===== config.mk =====
export PLATFORM = sky130hd
export DESIGN_NAME = fifo_rd_port
export DESIGN_NICKNAME = d
export VERILOG_FILES = /design/src/rtl/fifo_pkg.sv /design/src/rtl/fifo_obuf.sv /design/src/rtl/fifo_rd_port.sv
export SDC_FILE = /design/constraint.sdc
export NUM_CORES = 1
export LEC_CHECK = 0
export ABC_AREA = 1
export BUFFER_PORTS_ARGS = -buffer_cell sky130_fd_sc_hd__buf_2
export CAP_MARGIN = 10
export CORE_MARGIN = 3
export CORE_UTILIZATION = 50
export DETAILED_ROUTE_END_ITERATION = 16
export GPL_ROUTABILITY_DRIVEN = 0
export PLACE_DENSITY_LB_ADDON = 0.05
export SLEW_MARGIN = 30
export SYNTH_ARGS = -nofsm -noshare
export SYNTH_HDL_FRONTEND = slang
export SYNTH_HIERARCHICAL = 1
export SYNTH_SLANG_ARGS = --single-unit

===== constraint.sdc =====
create_clock -name clk_i -period 3.1 [get_ports clk_i]
set_input_delay 0.62 -clock clk_i [delete_from_list [all_inputs] [get_ports clk_i]]
set_output_delay 0.62 -clock clk_i [all_outputs]
set_load 0.03 [all_outputs]

===== src/rtl/fifo_pkg.sv =====
// Shared FIFO definitions used by both the read and write sides:
// output-buffer state encoding and pointer compare helpers.
package fifo_pkg;

  // Occupancy of the 2-entry read-side output buffer; encoding equals the word count.
  typedef enum logic [1:0] {
    OB_ZERO = 2'd0,
    OB_ONE  = 2'd1,
    OB_TWO  = 2'd2
  } obuf_state_e;

  // Pointers of any width are zero-extended into this word for the helpers below.
  localparam int unsigned PtrMaxW = 32;
  typedef logic [PtrMaxW-1:0] ptr_word_t;

  // Storage is empty when both pointers, including the wrap bit, match.
  function automatic logic ptr_empty(input ptr_word_t r_ptr, input ptr_word_t w_ptr);
    return r_ptr == w_ptr;
  endfunction

  // Storage is full when the address bits match but the wrap bits differ.
  // aw is the address width; bit aw of each pointer is its wrap bit.
  function automatic logic ptr_full(input ptr_word_t w_ptr, input ptr_word_t r_ptr,
                                    input int unsigned aw);
    ptr_word_t mask;
    mask = (ptr_word_t'(1) << aw) - ptr_word_t'(1);
    return ((w_ptr & mask) == (r_ptr & mask)) && (w_ptr[aw] != r_ptr[aw]);
  endfunction

endpackage


===== src/rtl/fifo_obuf.sv =====
// Two-entry output buffer (head + skid) feeding a valid/ready stream.
// The caller must not assert load_i while the buffer holds two words.
module fifo_obuf
  import fifo_pkg::*;
#(
  parameter int DWidth = 8
) (
  input  logic              clk_i,
  input  logic              rst_i,
  input  logic              load_i,
  input  logic [DWidth-1:0] data_i,
  input  logic              ready_i,
  output obuf_state_e       cnt_o,
  output logic              valid_o,
  output logic [DWidth-1:0] data_o
);

  obuf_state_e       state_q, state_d;
  logic [DWidth-1:0] head_q, head_d;
  logic [DWidth-1:0] skid_q, skid_d;
  logic              pop;

  assign pop = (state_q != OB_ZERO) && ready_i;

  // State and data registers; reset discards any buffered words.
  always_ff @(posedge clk_i) begin
    if (rst_i) begin
      state_q <= OB_ZERO;
      head_q  <= '0;
      skid_q  <= '0;
    end else begin
      state_q <= state_d;
      head_q  <= head_d;
      skid_q  <= skid_d;
    end
  end

  // Next-state: head always leaves first, skid refills head, new words fill the free slot.
  always_comb begin
    state_d = state_q;
    head_d  = head_q;
    skid_d  = skid_q;
    unique case (state_q)
      OB_ZERO: begin
        if (load_i) begin
          state_d = OB_ONE;
          head_d  = data_i;
        end
      end
      OB_ONE: begin
        if (load_i && pop) begin
          head_d = data_i;
        end else if (load_i) begin
          state_d = OB_TWO;
          skid_d  = data_i;
        end else if (pop) begin
          state_d = OB_ZERO;
        end
      end
      OB_TWO: begin
        if (pop) begin
          state_d = OB_ONE;
          head_d  = skid_q;
        end
      end
      default: state_d = OB_ZERO;
    endcase
  end

  assign cnt_o   = state_q;
  assign valid_o = (state_q != OB_ZERO);
  assign data_o  = head_q;

endmodule


===== src/rtl/fifo_rd_port.sv =====
// Read-side controller for fifomem: owns the read pointer, detects empty and
// streams words out through a 2-entry output buffer.
// Optional FIFO_RD_LEVEL_EN adds a registered occupancy output level_o.
module fifo_rd_port
  import fifo_pkg::*;
#(
  parameter  int DWidth = 8,
  parameter  int Depth  = 8,
  localparam int AWidth = $clog2(Depth),
  localparam int LWidth = $clog2(Depth + 3)
) (
  input  logic              clk_i,
  input  logic              rst_i,
  input  logic [AWidth:0]   w_ptr_i,
  output logic [AWidth-1:0] r_addr_o,
  input  logic [DWidth-1:0] r_data_i,
  output logic [AWidth:0]   r_ptr_o,
  output logic              empty_o,
  output logic [DWidth-1:0] m_data_o,
  output logic              m_valid_o,
  input  logic              m_ready_i
`ifdef FIFO_RD_LEVEL_EN
  ,
  output logic [LWidth-1:0] level_o
`endif
);

  typedef logic [AWidth:0] ptr_t;

  localparam ptr_t DepthPtr = ptr_t'(Depth);

  ptr_t        r_ptr_q, r_ptr_d;
  ptr_t        fill;
  logic        empty;
  logic        fetch;
  obuf_state_e cnt;

  // Fetch depends only on storage and buffer occupancy, never on m_ready_i,
  // so the consumer has no combinational path into the memory address.
  assign empty   = ptr_empty(ptr_word_t'(r_ptr_q), ptr_word_t'(w_ptr_i));
  assign fetch   = !empty && (cnt != OB_TWO);
  assign r_ptr_d = r_ptr_q + ptr_t'(fetch);
  assign fill    = w_ptr_i - r_ptr_q;

  // Read pointer advances by one on every fetch, wrapping through the MSB.
  always_ff @(posedge clk_i) begin
    if (rst_i) begin
      r_ptr_q <= '0;
    end else begin
      r_ptr_q <= r_ptr_d;
    end
  end

  fifo_obuf #(
    .DWidth(DWidth)
  ) u_obuf (
    .clk_i  (clk_i),
    .rst_i  (rst_i),
    .load_i (fetch),
    .data_i (r_data_i),
    .ready_i(m_ready_i),
    .cnt_o  (cnt),
    .valid_o(m_valid_o),
    .data_o (m_data_o)
  );

  assign r_addr_o = r_ptr_q[AWidth-1:0];
  assign r_ptr_o  = r_ptr_q;
  assign empty_o  = empty;

`ifdef FIFO_RD_LEVEL_EN
  logic [LWidth-1:0] level_q, level_d;

  assign level_d = LWidth'(fill) + LWidth'(cnt);

  // Total words held (storage plus output buffer), registered every cycle.
  always_ff @(posedge clk_i) begin
    if (rst_i) begin
      level_q <= '0;
    end else begin
      level_q <= level_d;
    end
  end

  assign level_o = level_q;
`endif

  // The writer must never get more than Depth words ahead of the reader.
  a_no_overfill : assert property (@(posedge clk_i) disable iff (rst_i) fill <= DepthPtr);

endmodule


==> metrics.yaml, run 1 <==
outcome: "completed"
die_y_um: 53.1
regArea_sq_um: 440
synth_nets: 191
final_antenna_net_count: 0
cts_tree: "built"
fin_crit_ps: 1950
cp_slowest_cell: "dfxtp_1"
drt_iter0_drc: 13
rsz0062_at_grt: "no"
hold_ws_ps: 498
cts_max_level: 1
synth.avg_cell_area_sq_um: 6.38
min_period_over_period_pct: 63.0
core-area_sq_um: 2020
cts_root_buf: "clkbuf_4"
synth_cell_types: 22
clockBufferDepth: 2
dp_hpwl_um: 1490
firstDrtPassIters: 4
finalSetupViolCount: 0
max_freq_mhz: 512
post_cts_buffers: 0
worst_pin_slew_ps: 439
critPathLaunchType: "flop"
synth_area_leaders: "dfxtp_1, nand2_1, nor2_1"
required_ps: 2480
slowest_delay_ps: 450
cts_resized: 0
layout.cells.non_filler: 231
synth_cells: 174
synth_top_area_cell: "dfxtp_1"
hold_class: "flop to flop"
critical_path.cell_chain: "inv_2 -> nand2_1 -> nand2_1 -> nor2_1 -> and2_1 -> buf_2"
grt_pass1_vias: 779
nets: 222
cts_made_buffers: 3
avgViaCountPerCell: 4.44
num_rows: 16
portBuffers: 31
maxCapViolations: 0
ioPinCount: 32
grt_max_degree: 18
dp_slack_ps: 1190
setup_ws_ps: 1150
grt_usage_pct: 16.1
worst-endpoint-arrival_ps: 1330
yosysWarnings: 6
wire_per_inst_um: 9.06
multiInputGateArea_sq_um: 529
crit_top_cell: "nand2_1"
finalClockSkew_ps: 1.46
clk_latency_ps: 310
clock_sinks: 22
antenna_found_initial: 0
crit_path_max_fanout: 6
max_slew_margin_pct: 70.5
syn_area_sq_um: 1110
final_max_slew_viol_count: 0
antenna_cells: 0
initial_core_util_pct: 54.9
yosysSeqAreaShare_pct: 39.7
drc: 0
cp-end-kind: "output pin"
leakagePower_nw: 0.730
clkSlewWorstSetupHoldPaths_ps: 120
globalRouteOverflowTotal: 0
drive_gt1_share_pct: 23.0
synth.top_cell.area_share_pct: 39.7
grt_pass1_wl_um: 3320
hold_buffers: 0
finalHoldViolCount: 0
vdd_drop_max_mv: 0.393
fill_cells: 206
die_area_sq_um: 2820
via_count: 1025
syn2layout_area_growth_pct: 18.3
routed_wirelength_um: 2090
finalSetupTns_ps: 0
worstSetupPathType: "flop to output pin"
p_per_area_nw_per_um2: 648
ys_ff_latch: 22
dp_cells: 227
fin_util_pct: 64.9
fp.dieW_um: 53.1
-- routing by layer --
| layer | track usage [%] | share of wire, % |
|---|---|---|
| met1 | 21.0 | 50 |
| met2 | 25.6 | 44 |
| met3 | 2.54 | 5.3 |
| met4 | 7.66 | 0.48 |
| met5 | 0 | 0 |
-- metrics by stage --
step	total power, mW	area, sq um
2_1_floorplan	0.582	1110
4_1_cts	0.860	1310
6_report	0.851	1310
3_3_place_gp	0.632	1260
3_5_place_dp	0.637	1260
5_1_grt	0.908	1310
-- critical path, delay by kind of cell (launching register included) --
| kind | cells | cell delay, ps |
|---|---|---|
| buffers and inverters | 2 | 230 |
| and+or+nand+nor | 4 | 350 |
| DFF | 1 | 450 |
-- area by class of cell --
cell class,count,area share (%)
Inverter,27,7.72
Sequential cell,22,33.6
Clock buffer,3,1.72
Tap cell,27,2.57
Multi-Input combinational cell,120,40.3
Clock inverter,1,2.29
Timing Repair Buffer,31,11.8
-- registers in the layout, summed over array words and instances (netlist names) --
register / flops
u_obuf/data_o: 8
u_obuf/cnt_o: 2
r_ptr_o: 4
u_obuf/skid_q: 8
-- power by group --
part           internal [mW]  switching [mW]  total [mW]
logic                 0.0886           0.192       0.281
registers              0.323          0.0269       0.350
clock network          0.131          0.0891       0.220
-- worst paths after layout --
path | start | endpoint | slack [ps] | cells past startpoint
worst max-delay path | r_ptr_o[2] | empty_o | 1150 | 6
worst min-delay path | u_obuf/skid_q[0] | u_obuf/skid_q[0] | 500 | 2
worst max register to register | r_ptr_o[2] | u_obuf/skid_q[1] | 1470 | 10
worst min register to register | u_obuf/skid_q[0] | u_obuf/skid_q[0] | 500 | 2
-- cell usage in the layout (no fill, tap or decap) --
cell type | netlist | final
o21bai_1 | 1 | 1
clkinv_1 | 1 | 1
dfxtp_1 | 22 | 22
o211ai_1 | 1 | 1
inv_2 | 6 | 6
inv_1 | 20 | 20
and2_1 | 1 | 1
a21oi_1 | 2 | 2
buf_2 | 1 | 31
o21ai_2 | 1 | 1
o21ai_1 | 7 | 7
nand3_1 | 1 | 1
o21ai_0 | 2 | 2
nand2_1 | 52 | 52
a211oi_1 | 1 | 1
xnor2_1 | 1 | 1
bufinv_16 | 0 | 1
nand2_2 | 3 | 3
nor2_1 | 43 | 43
clkbuf_4 | 0 | 3
nand2_4 | 2 | 2
ha_1 | 2 | 2
-- kinds of logic after synthesis --
| group | after synthesis | synth area share, % |
|---|---|---|
| compound gates | 15 | 7.78 |
| xor+xnor | 1 | 0.789 |
| fa+ha+maj | 2 | 2.25 |
| buf+inv | 32 | 12.6 |
| flops | 22 | 39.7 |
| simple gates | 102 | 36.9 |
-- Yosys cell counts (all sizes together) --
library cell   n
nor2          43
o21ai         10
o211ai         1
dfxtp         22
and2           1
inv           26
ha             2
buf            5
a211oi         1
o21bai         1
nand3          1
xnor2          1
nand2         57
a21oi          2
clkinv         1
Power figures use the tool's default switching activity.
==> run 2: changes to the inputs <==
Settings changed: ABC_AREA 1 to 0, CORE_UTILIZATION 50 to 45.
Clock period 3.1 ns to 1.65 ns, I/O delays scaled along.
==> run 2 against run 1 <==
Compared with the run above: the run now ends with setup timing left; combinational power up 130%; area after synthesis shrank 2.4%; sequential share of layout area shrank 2.2 points; sequential power rose by 85%; power increased by 93%; synthesized cell count shrank 43%; non-clock buffer count grew 7; setup slack got worse by 1300 ps; global-route usage is 0.67 points higher; design area increased by 9.4%; wire length increased by 16%; clock power increased by 65%; largest power group unchanged; highest routed layer unchanged.
==> metrics.yaml, run 2 <==
outcome: "complete, but fails checks"
violations: "setup timing"
avgViaCountPerCell: 5.29
finalHoldViolCount: 0
rsz0062_at_grt: "yes"
synth.avg_cell_area_sq_um: 10.8
firstDrtPassIters: 4
synthMuxAreaShare_pct: 16.2
synth-edff-count: 0
clockBufferDepth: 2
routed_wirelength_um: 2420
ys.flop_type: "dfxtp_1"
clock_sinks: 22
drc: 0
initial_core_util_pct: 48.1
critical_path.cell_chain: "xor2_2 -> nor4_4 -> a21oi_4 -> mux2_4 -> a21o_4 -> a211oi_2"
slowest_delay_ps: 370
syn_area_sq_um: 1080
max_freq_mhz: 546
ys_ff_latch: 22
synth_simple_gate_area_share_pct: 11.7
synth_top_area_cell: "dfxtp_1"
cp.depth: 6
globalRouteOverflowTotal: 0
synth_cell_types: 28
num_rows: 17
synth-compound-area-share_pct: 18.6
synth_area_leaders: "dfxtp_1, mux2i_1, a211oi_2"
regArea_sq_um: 450
leakagePower_nw: 0.642
cts_max_level: 1
portBuffers: 31
final_antenna_net_count: 0
cp_slowest_cell: "dfxtp_4"
dp_cells: 157
grt_usage_pct: 16.8
maxCapViolations: 0
grt_pass1_vias: 783
crit_path_max_fanout: 8
hold_depth: 2
core-area_sq_um: 2250
final_cell_mix: "buf_2, dfxtp_1, mux2i_1, nor2_1, a211oi_2"
cts_tree: "built"
synthXorXnorAreaFrac_pct: 4.85
antenna_found_initial: 0
worst_pin_slew_ps: 491
yosysSeqAreaShare_pct: 40.6
via_count: 862
finish.instance_area_sq_um: 1440
syn2layout_area_growth_pct: 32.6
multiInputGateArea_sq_um: 688
p_per_area_nw_per_um2: 1150
nets: 153
synth_adder_area_share_pct: 2.31
clkSlewWorstSetupHoldPaths_ps: 130
drive_gt1_share_pct: 53.3
cp-end-kind: "flop"
grt_pass1_wl_um: 3530
grt_max_degree: 23
wire_per_inst_um: 14.9
hold_class: "primary input to flop"
final_common_cell: "buf_2"
synthArstFlopShare_pct: 0
yosysWarnings: 6
critPathTopFamily: "compound AO/OA/AOI/OAI gates"
setup_ws_ps: -183
die_area_sq_um: 3030
ys_top_cells_by_count: "dfxtp_1, mux2i_1, nor2_1"
fill_cells: 198
cts_root_buf: "clkbuf_4"
hold_ws_ps: 248
cts_made_buffers: 3
drt_iter0_drc: 8
synth.top_cell.area_share_pct: 40.6
layout.cells.non_filler: 163
synth_top_family_by_area: "compound AO/OA/AOI/OAI gates"
required_ps: 1890
antenna_cells: 0
finalSetupViolCount: 21
finalClockSkew_ps: 6.89
clk_latency_ps: 320
fin_crit_ps: 1830
dpl_cell_area_sq_um: 1310
max_slew_margin_pct: 67.3
dp_hpwl_um: 1600
vdd_drop_max_mv: 0.707
final_max_slew_viol_count: 0
worst-path-buf-inv: 0
min_period_over_period_pct: 111
ioPinCount: 32
yosysMostFrequentCell: "dfxtp_1"
worstSetupPathType: "flop to flop"
synth_nets: 117
worst-endpoint-arrival_ps: 2080
die_y_um: 55.1
synth_cells: 100
critPathLaunchType: "flop"
r2r_cells: 6
fp.dieW_um: 55.1
## run 2: cell count changes after synthesis, moves of 5 or more
cell,change
xor2_1,+5
nor2_1,-33
inv_1,-19
a211oi_2,+8
a211oi_1,+8
nand2_1,-50
inv_2,-6
mux2i_1,+16
o21ai_1,-7
## run 2: cell type report
cell class              count  share of cell area [%]
clock buffers               4                    3.31
inverters                   2                   0.523
repair buffers             38                    14.5
flip-flops and latches     22                    31.4
well taps                  28                    2.44
multi-input cells          69                    47.9
## run 2: final timing paths
path | to | slack (ps) | from
setup / recovery | u_obuf/data_o[0] | -180 | r_ptr_o[2]
hold / removal | u_obuf/cnt_o[1] | 250 | m_ready_i
setup reg to reg | u_obuf/data_o[0] | -180 | r_ptr_o[2]
hold reg to reg | u_obuf/skid_q[0] | 510 | u_obuf/skid_q[0]
## run 2: layer usage
metal / routed length, um / share of wire [%] / track usage, %
met1: 1040 / 43 / 21.9
met2: 1270 / 52 / 26.8
met3: 74 / 3.1 / 3.22
met4: 38 / 1.6 / 7.29
met5: 0 / 0 / 0
## run 2: cells by family (layout without fill, tap and decap cells)
logic type	count (synthesis)	count (layout)
DFF	22	22
and+or+nand+nor	22	22
AOI/OAI and AO/OA	21	21
muxes	17	18
buffers and inverters	10	44
xor gates and xnor gates	6	6
adders and majority gates	2	2
## run 2: metrics by stage
stage / util, % / setup TNS (ps) / setup slack, ps / power (mW)
after floorplan: - / -5980 / -382 / 1.09
after global placement: 57.9 / -3410 / -234 / 1.22
after detailed placement: 57.9 / -4840 / -306 / 1.23
after CTS: 62.2 / -2360 / -181 / 1.62
after global routing: 63.7 / -4240 / -234 / 1.73
final: 63.7 / -2540 / -183 / 1.65
## run 2: what timing repair did
| item | CTS | global route |
|---|---|---|
| setup buffers | 1 | 1 |
| pin swaps | 2 | 6 |
| setup endpoints to repair | 21 | 21 |
| hold buffers | 0 | 0 |
| gates resized for setup | 5 | 8 |
| cloned | 1 | 0 |
## run 2: power breakdown
group / switching (mW) / total (mW) / leakage (nW) / internal, mW
Combinational: 0.378 / 0.633 / 0.432 / 0.256
Sequential: 0.0481 / 0.649 / 0.183 / 0.600
Clock: 0.179 / 0.364 / 0.0261 / 0.185
==> run 3: changes to the inputs <==
Settings changed: CELL_PAD_IN_SITES_DETAIL_PLACEMENT set to 0, CELL_PAD_IN_SITES_GLOBAL_PLACEMENT set to 1, CORE_UTILIZATION 45 to 34.
==> run 3 against run 2 <==
Compared with the run above: the run still ends with setup timing left; final cell count up 9.2%; register-to-register slack about the same; die area up 29%; sequential cell count unchanged.
==> metrics.yaml, run 3 (synthesized netlist as in run 2, its figures left out) <==
outcome: "complete, but fails checks"
violations: "setup timing"
globalRouteOverflowTotal: 0
min_period_over_period_pct: 111
regToRegStartpoint: "r_ptr_o[2]"
syn2layout_area_growth_pct: 32.8
final_cell_mix: "buf_2, dfxtp_1, mux2i_1, nor2_1, a211oi_2"
finalClockSkew_ps: 11.2
finalHoldViolCount: 0
fin_crit_ps: 1830
cp.depth: 6
hold_buffers: 0
cts_max_level: 1
cp_slowest_cell: "dfxtp_4"
initial_core_util_pct: 37.4
clockBufferDepth: 2
leakagePower_nw: 0.641
grt_pass1_vias: 828
cp-end-kind: "flop"
avgViaCountPerCell: 4.76
grt_max_degree: 23
worst-path-buf-inv: 0
hold_end: "u_obuf/cnt_o[1]"
dp_hpwl_um: 1680
vdd_drop_max_mv: 0.534
num_rows: 19
slowest_delay_ps: 370
rsz0062_at_grt: "yes"
finalSetupViolCount: 21
setup_ws_ps: -175
p_per_area_nw_per_um2: 1090
die_area_sq_um: 3900
r2r_cells: 6
crit_path_max_fanout: 8
maxCapViolations: 0
drt_iter0_drc: 22
max_freq_mhz: 548
final_max_slew_viol_count: 0
drc: 0
reg2reg_slack_ps: -180
cts_tree: "built"
critPathTopFamily: "compound AO/OA/AOI/OAI gates"
clock_sinks: 22
critical_path.cell_chain: "xor2_2 -> nor4_4 -> a21oi_4 -> mux2_4 -> a21o_4 -> a211oi_2"
cts_root_buf: "clkbuf_4"
wire_per_inst_um: 13.9
worstSetupPathType: "flop to flop"
nets: 154
core-area_sq_um: 2900
clkSlewWorstSetupHoldPaths_ps: 120
grt_usage_pct: 13.4
finalSetupTns_ps: -2510
power_mw: 1.57
firstDrtPassIters: 4
max_slew_margin_pct: 65.5
worst-endpoint-arrival_ps: 2070
ioPinCount: 32
critPathLaunchType: "flop"
worst_pin_slew_ps: 518
portBuffers: 31
clk_latency_ps: 310
hold_depth: 2
final_common_cell: "buf_2"
r2r-end: "u_obuf/data_o[1]"
required_ps: 1890
hold_class: "primary input to flop"
final_antenna_net_count: 0
cts_made_buffers: 3
antenna_cells: 0
via_count: 848
antenna_found_initial: 0
min_from: "m_ready_i"
routed_wirelength_um: 2470
fp.dieW_um: 62.5
grt_pass1_wl_um: 4200
drive_gt1_share_pct: 52.9
die_y_um: 62.5
run 3: how the worst max path moves through the flow:
stage	to	slack (ps)	start
floorplan	u_obuf/data_o[0]	-380	r_ptr_o[2]
global placement	u_obuf/data_o[4]	-240	w_ptr_i[2]
detailed placement	u_obuf/data_o[1]	-330	w_ptr_i[2]
CTS	u_obuf/data_o[1]	-180	r_ptr_o[2]
global route	u_obuf/data_o[1]	-270	r_ptr_o[2]
finish	u_obuf/data_o[1]	-180	r_ptr_o[2]
run 3: metrics by stage:
step           hold WS, ps  utilization [%]  cell area (sq um)  worst slack [ps]  std cells
4_1_cts                246             48.9               1420              -183        177
5_1_grt                238             49.6               1440              -268        178
3_3_place_gp           472             45.6               1320              -245        171
2_1_floorplan          392                -               1120              -382        100
3_5_place_dp           480             45.6               1320              -330        171
6_report               258             49.6               1440              -175        178
run 3: power breakdown:
group,switching (mW),internal [mW]
sequential,0.0461,0.601
combinational,0.372,0.255
clock,0.161,0.135
run 3: area by class of cell:
type | instances | area, sq um
Multi-Input combinational cell | 69 | 669
Clock buffer | 4 | 36.3
Inverter | 2 | 7.51
Fill cell | 289 | 1460
Sequential cell | 22 | 452
Timing Repair Buffer | 39 | 221
Tap cell | 42 | 52.6
run 3: timing repair:
item | in CTS | in global routing
buffers inserted | 2 | 1
gates resized for setup | 9 | 5
endpoints found under the setup margin | 21 | 22
endpoints found under the hold margin | 0 | 0
cloned | 1 | 0
pin swaps | 3 | 0
run 3: metal layers:
layer | vias up | track usage, % | share of wire (%)
met1 | 398 | 18.0 | 47
met3 | 2 | 4.32 | 4.7
li1 | 429 | - | -
met5 | - | 0 | 0
met4 | 0 | 2.48 | 0.53
met2 | 19 | 21.2 | 48
run 3: worst reg2reg max path, stage by stage, from the launching register on:
cell and delay [ps]:
dfxtp_4 370, xor2_2 160, nor4_4 360, a21oi_4 80, mux2_4 330, a21o_4 270
a211oi_2 190
